File: config.mk
export PLATFORM = sky130hd
export DESIGN_NAME = reg_write_arbiter
export DESIGN_NICKNAME = d
export VERILOG_FILES = /design/src/rtl/reg_arb_pkg.sv /design/src/rtl/shared_reg.sv /design/src/rtl/reg_write_arbiter.sv
export SDC_FILE = /design/constraint.sdc
export NUM_CORES = 1
export LEC_CHECK = 0
export ABC_AREA = 0
export ABC_CLOCK_PERIOD_IN_PS = 1950
export CORE_ASPECT_RATIO = 0.75
export CORE_MARGIN = 5
export CORE_UTILIZATION = 42
export CTS_CLUSTER_SIZE = 30
export DETAILED_ROUTE_END_ITERATION = 10
export PLACE_DENSITY = 0.83
export SETUP_SLACK_MARGIN = 0.5
export SYNTH_ARGS = -nofsm -noshare
export SYNTH_HDL_FRONTEND = slang
export SYNTH_SLANG_ARGS = --single-unit
File: constraint.sdc
create_clock -name clk -period 1.95 [get_ports clk]
set_input_delay 0.4875 -clock clk [delete_from_list [all_inputs] [get_ports clk]]
set_output_delay 0.4875 -clock clk [all_outputs]
set_load 0.05 [all_outputs]
File: src/rtl/reg_arb_pkg.sv
// Shared definitions for the round-robin register write arbiter:
// FSM state encoding and default geometry.
package reg_arb_pkg;

   localparam int N_DEF = 4;
   localparam int W_DEF = 8;

   typedef enum logic [1:0] {
      ST_IDLE  = 2'b00,
      ST_GRANT = 2'b01,
      ST_WRITE = 2'b10,
      ST_DONE  = 2'b11
   } state_t;

endpackage

File: src/rtl/shared_reg.sv
// W-bit storage register with load enable; its contents clear
// asynchronously on rst.
module shared_reg #(
   parameter int W = 8
) (
   input  logic         clk,
   input  logic         rst,
   input  logic         i_load,
   input  logic [W-1:0] i_data,
   output logic [W-1:0] o_q
);

   logic [W-1:0] r_q;

   always_ff @(posedge clk or posedge rst) begin
      if (rst) begin
         r_q <= '0;
      end else if (i_load) begin
         r_q <= i_data;
      end
   end

   assign o_q = r_q;

endmodule

File: src/rtl/reg_write_arbiter.sv
// Round-robin arbiter that serialises N requesters onto one shared
// register: IDLE -> GRANT -> WRITE -> DONE, one write per four cycles.
module reg_write_arbiter
   import reg_arb_pkg::*;
#(
   parameter int N = N_DEF,
   parameter int W = W_DEF
) (
   input  logic           clk,
   input  logic           rst,
   input  logic [N-1:0]   req,
   input  logic [N*W-1:0] wdata,
   output logic [N-1:0]   gnt,
   output logic [N-1:0]   ack,
   output logic [W-1:0]   q,
   output logic           busy
);

   localparam int IW = (N > 1) ? $clog2(N) : 1;

   state_t          r_state;
   logic [IW-1:0]   r_win;
   logic [IW-1:0]   r_last;
   logic [N-1:0]    r_gnt;
   logic [N-1:0]    r_ack;
   logic            r_busy;

   logic [IW-1:0]   w_pick;
   logic [IW-1:0]   w_cand;
   int              w_idx;
   logic            w_load;
   logic [W-1:0]    w_wdata_sel;

   // Walk from the farthest candidate back to last+1 so the nearest
   // set request after the previous winner overwrites the others.
   always_comb begin
      w_pick = r_last;
      w_cand = '0;
      w_idx  = 0;
      for (int k = N; k >= 1; k--) begin
         w_idx = int'(r_last) + k;
         if (w_idx >= N) begin
            w_idx = w_idx - N;
         end
         w_cand = IW'(w_idx);
         if (req[w_cand]) begin
            w_pick = w_cand;
         end
      end
   end

   assign w_load      = (r_state == ST_WRITE);
   assign w_wdata_sel = wdata[int'(r_win)*W +: W];

   always_ff @(posedge clk or posedge rst) begin
      if (rst) begin
         r_state <= ST_IDLE;
         r_win   <= '0;
         r_last  <= IW'(N-1);
         r_gnt   <= '0;
         r_ack   <= '0;
         r_busy  <= 1'b0;
      end else begin
         case (r_state)
            ST_IDLE: begin
               if (|req) begin
                  r_win   <= w_pick;
                  r_gnt   <= N'(1) << w_pick;
                  r_busy  <= 1'b1;
                  r_state <= ST_GRANT;
               end
            end
            ST_GRANT: begin
               // A request dropped before WRITE is an abort: the pointer
               // is left alone so the same priority order applies again.
               if (req[r_win]) begin
                  r_state <= ST_WRITE;
               end else begin
                  r_gnt   <= '0;
                  r_busy  <= 1'b0;
                  r_state <= ST_IDLE;
               end
            end
            ST_WRITE: begin
               r_gnt   <= '0;
               r_ack   <= N'(1) << r_win;
               r_state <= ST_DONE;
            end
            ST_DONE: begin
               r_ack   <= '0;
               r_last  <= r_win;
               r_busy  <= 1'b0;
               r_state <= ST_IDLE;
            end
            default: begin
               r_state <= ST_IDLE;
            end
         endcase
      end
   end

   shared_reg #(
      .W (W)
   ) u_shared_reg (
      .clk    (clk),
      .rst    (rst),
      .i_load (w_load),
      .i_data (w_wdata_sel),
      .o_q    (q)
   );

   assign gnt  = r_gnt;
   assign ack  = r_ack;
   assign busy = r_busy;

endmodule

## Yosys cells after proc, flatten, opt, wreduce, memory -nomap -nowiden

Index checks and enable logic that the tools add are counted.

- Output and inout bits: 17
- Register bits: 23

- Reductions and logical operators: 8
- Mux-type cells: 28
- Add/subtract/negate cells: 8
- $lt $le $gt $ge: 9
- Shift-type cells: 3
- Equality and inequality tests: 5

Operators with widths:

| cell | number |
|---|---|
| indexed part select 32 x 6 -> 8 bit | 1 |
| 2-to-1 mux 2 bit | 10 |
| < comparator 2 x 3 -> 1 bit, second input constant | 5 |
| one-hot mux 4 bit (3 select lines) | 1 |
| binary-select mux 1 bit (select 2 bit) | 5 |
| >= comparator 3 bit, second input constant | 3 |
| 2-to-1 mux 4 bit | 2 |
| one-hot mux 2 bit (4 select lines) | 1 |
| one-hot mux 4 bit (2 select lines) | 1 |
| << shifter 1 x 2 -> 4 bit, first input constant | 2 |
| subtractor 2 x 1 -> 2 bit, second input constant | 4 |
| 2-to-1 mux 1 bit | 7 |
| adder 2 x 2 -> 3 bit, second input constant | 2 |
| AND reduction 3 bit | 2 |
| nonzero test 3 bit | 2 |
| adder 2 x 3 -> 4 bit, second input constant | 1 |
| equality test 2 bit, second input constant | 2 |
| >= comparator 4 x 3 -> 1 bit, second input constant | 1 |
| != test 2 bit, second input constant | 2 |
| OR reduction 4 bit | 1 |
| adder 2 x 1 -> 3 bit, second input constant | 1 |
| one-hot mux 1 bit (3 select lines) | 1 |
| equality test 2 x 1 -> 1 bit, second input constant | 1 |
| logical NOT 2 bit | 1 |
| other kinds (2) | 2 |

## Logic depth before layout (Yosys ltp)

- Depth after elaboration: 12
- Mapped depth: 6

## Modules after synthesis

Synthesis repeated with hierarchy kept, for this count alone.

- Cells, all modules: 108
- Area total of the unflattened synthesis: 1360.1 um2

By module, submodules not included:

| module | instances | sequential area each (um2) | area each (um2) | cells an instance |
|---|---|---|---|---|
| reg_write_arbiter | 1 | 377.9 | 1024.7 | 90 |
| shared_reg | 1 | 200.2 | 335.3 | 18 |

## Worst setup path before layout

Ideal clock, no wire load.

- Path type: in2reg
- Start point: input req[3]
- End point: register r_gnt[0] (netlist: gnt[0])
- Arrival: 1699 ps
- Stages: 3
- Required time: 1840 ps
- Slack: 140 ps
- Buffers on the path: 0
- Cell sequence: mux4_2 > a221o_1 > o41ai_1

- Word-level cells in the longest chain between the ends: 9
- Elaborated cells between the ends (all ways): 21
- Those cells by class: eq/ne (2); shift (1); mux (16); reduce/logical (2)

RTL lines:

| element | line | RTL |
|---|---|---|
| start, declared | reg_write_arbiter.sv:11 | `input logic [N-1:0] req,` |
| binary-select mux 1 bit (select 2 bit) | reg_write_arbiter.sv:46 | `if (req[w_cand]) begin` |
| 2-to-1 mux 1 bit (implied by the code) | reg_write_arbiter.sv:46 |  |
| 2-to-1 mux 2 bit (4 in a row) | reg_write_arbiter.sv:46 |  |
| << shifter 1 x 2 -> 4 bit | reg_write_arbiter.sv:68 | `r_gnt <= N'(1) << w_pick;` |
| 2-to-1 mux 4 bit | reg_write_arbiter.sv:66 | `if (\|req) begin` |
| one-hot mux 4 bit (3 select lines) | reg_write_arbiter.sv:64 | `case (r_state)` |
| end signal, assigned | reg_write_arbiter.sv:68 |  |
| end, declared | reg_write_arbiter.sv:24 | `logic [N-1:0] r_gnt;` |

Parallel ways exist; a longest one is shown, timed or not. The select of a mux whose other input is x is not followed.
A chain may end at the register's enable or synchronous reset.

## Worst setup path in the final report

- Start point: register r_win[0]
- End point: register r_gnt[0] (netlist: gnt[0])

- Word-level cells in the longest chain between the ends: 4

RTL lines:

| element | line | RTL |
|---|---|---|
| start, declared | reg_write_arbiter.sv:22 | `logic [IW-1:0] r_win;` |
| start signal, assigned | reg_write_arbiter.sv:67 | `r_win <= w_pick;` |
| binary-select mux 1 bit (select 2 bit) | reg_write_arbiter.sv:76 | `if (req[r_win]) begin` |
| 2-to-1 mux 1 bit (implied by the code) | reg_write_arbiter.sv:76 |  |
| != test 2 bit (no source line) | n/a |  |
| AND reduction 3 bit (no source line) | n/a |  |

Every way passes these cells. The select of a mux whose other input is x is not followed.

==> flow_summary.ini <==
[layout]
most-common-layout-cells = clkdlybuf4s50_1 (33), buf_4 (29), dfrtp_1 (21), mux2_2 (9), nand2_1 (6)
finish.net_count = 217
layout-area-overhead-vs-synth_pct = 55.1
post_route_cell_area_um2 = 2050
layout.filler_cells = 217
antennaDiodeCount = 0
drive_gt1_frac = 0.370
layout_commonest_cell = clkdlybuf4s50_1
instances_no_fill = 211

[setup_path]
worst-endpoint-arrival_ns = 1.89
timing.critical_path.to_type = flip-flop
critical_path.slowest_cell = mux4_2
critical_path.startpoint_type = flip-flop
crit_family = multiplexers
critical_path_fanouts_max = 6
worst-setup-path-type = reg2reg
critical_path_buf_inv_count = 1
timing.critical_path.slowest_cell_delay_ns = 0.52
ordered_cell_list_for_the_critical_path = mux4_2 > a221o_2 > buf_6 > nand2_2 > o41ai_2
worstPathRequired_ns = 2.10

[routing]
drtIter0Drc = 55
route.antenna.remaining_nets = 0
routed-wl-met3_um = 272
drt_first_pass_iters = 4
postRouteWirelength_mm = 3.70
top_layer = met4
routed_via_density = 5.55
route.vias.total = 1171
m1WireLength_mm = 1.68
met2RoutedLength_mm = 1.72
route.detailed.wl_per_inst_um = 17.5
route.detailed.drc = 0

[timing]
setup_repair_after_global_routing_missed_its_margin = yes
final_period_minus_worst_setup_slack_ns = 1.74
timing.final.setup_violations = 0
drv_slew = 0
worstMarginPinSlew_ns = 0.411
finalHoldViolCount = 0
finalClockSkew_ns = 0.00543
worst_hold_slack_ns = 0.499
remaining_max_slew_budget_at_the_tightest_pin = 0.725
max_freq_ghz = 0.574
period_share = 0.893

[clocking]
cts_sinks = 23
cts_max_path_buffers = 2
cts_tree = yes
ctsHtreeMaxLevel = 1
cts-buffers-inserted = 3
clk_pin_slew_ns = 0.08
cts-root-buf = clkbuf_8
clock_latency_ns = 0.26

[grt]
grt_antenna_before_repair = 0
grt_pass1_wl_mm = 5.88
largest_net_degree_at_the_start_of_global_routing = 19
groute.usage.overall = 0.172
grt_remaining_overflow = 0
grt_pass1_vias = 1246

[floorplan]
rows = 17
die_area_um2 = 4390
die_width_um = 74.8
floorplan.io_pins = 55
floorplan.initialDensity = 0.445
die_height_um = 58.6
core_region_area_um2 = 2980

[placed_design]
placed_instances = 206
gp_routability_congestion = 0.868
port_buffer_count = 54
placed_cell_area_um2 = 1930
post-dp-hpwl_mm = 2.79

[synthesis]
synth-warning-count = 0
synth_area_um2 = 1320
synthCells = 108
postSynthNetCount = 151
postSynthRegisterBits = 23
netlist-cell-type-count = 31
synth.yosys.seq_area_share = 0.437
syn_avg_cell_area_um2 = 12.3

[power_and_ir_drop]
ir_worst_vdd_mv = 1.02
cellPowerDensity_nw_per_um2 = 1530
leakage_nw = 0.891

[job]
cap_viol_max_count = 0

[status]
status = completed

[min_path]
hold_class = reg2reg
-- synthesized netlist by cell type, drive strengths merged --
master | number | area (um^2)
a21oi | 4 | 20.0
a221o | 1 | 10.0
a22oi | 1 | 7.51
a31o | 1 | 8.76
a31oi | 1 | 6.26
and2 | 3 | 18.8
buf | 2 | 15.0
clkbuf | 4 | 15.0
dfrtp | 21 | 526
dfstp | 2 | 52.6
ha | 5 | 62.6
inv | 5 | 18.8
mux2 | 9 | 101
mux2i | 2 | 20.0
mux4 | 9 | 218
nand2 | 10 | 37.5
nand2b | 4 | 25.0
nand3 | 1 | 5.00
nand3b | 3 | 22.5
nor2 | 2 | 7.51
nor2b | 1 | 6.26
nor3 | 1 | 5.00
nor4 | 1 | 6.26
o21a | 1 | 7.51
o21ai | 6 | 30.0
o221a | 1 | 11.3
o221ai | 1 | 8.76
o31ai | 1 | 7.51
o41ai | 5 | 43.8
-- final timing paths --
kind                       startpoint  slack [ns]    endpoint  depth (start not counted)
max                          r_win[0]        0.21      gnt[0]                          5
min                            gnt[2]        0.50      gnt[2]                          2
max reg2reg                  r_win[0]        0.21      gnt[0]                          5
min reg2reg                    gnt[2]        0.50      gnt[2]                          2
max in group asynchronous         rst        0.97  r_state[0]                          3
min in group asynchronous         rst        0.52    r_win[0]                          2
-- registers in the layout, summed over array words and instances, names as in the netlist, named ones only --
signal	count
r_state	1
busy	1
r_win	2
u_shared_reg.o_q	8
gnt	4
ack	4
r_last	2
-- what timing repair did --
item                                    CTS  global route
buffers inserted                          1             0
hold buffers                              0             0
pin swaps                                 4             3
gates resized for setup                  22             3
endpoints found under the setup margin   21            20
-- worst register-to-register path: stages (launching register included) --
cell	delay (ns)
dfrtp_1	0.39
mux4_2	0.52
a221o_2	0.44
buf_6	0.16
nand2_2	0.06
o41ai_2	0.05
-- cells by family (layout without fill, tap and decap cells) --
logic type,Yosys count,count (layout),share of synthesized area
compound gates,23,23,0.122
fa+ha+maj,5,5,0.0473
buf+inv,11,76,0.0369
flops,23,23,0.437
mux,20,20,0.256
simple gates,26,26,0.101
-- per-layer routing --
metal  up-vias  track usage
met3         4       0.0461
met2        47        0.275
met1       580        0.235
met5         -            0
li1        540            -
met4         0       0.0330
-- cell type report --
| cell class | instances | area, um^2 | area share |
|---|---|---|---|
| repair buffers | 67 | 599 | 0.292 |
| flip-flops and latches | 23 | 578 | 0.282 |
| inverters | 5 | 18.8 | 0.00914 |
| clock buffers | 4 | 45.0 | 0.0219 |
| well taps | 38 | 47.5 | 0.0232 |
| multi-input cells | 74 | 764 | 0.372 |
-- stage by stage --
stage	utilization	setup TNS [ns]	worst slack, ns	power (mW)
finish	0.689	0	0.208	3.15
global route	0.689	0	0.140	3.32
CTS	0.687	0	0.148	3.13
detailed placement	0.648	-1.62	-0.319	2.73
global placement	0.648	-1.19	-0.228	2.66
floorplan	-	0	0.205	2.20
-- power breakdown --
group	internal (mW)	switching, mW	leakage, nW
sequential	0.705	0.168	0.282
combinational	0.834	1.15	0.586
clock	0.146	0.146	0.0228
total	1.68	1.47	0.891
No activity file was read; power rests on OpenSTA's default activity.
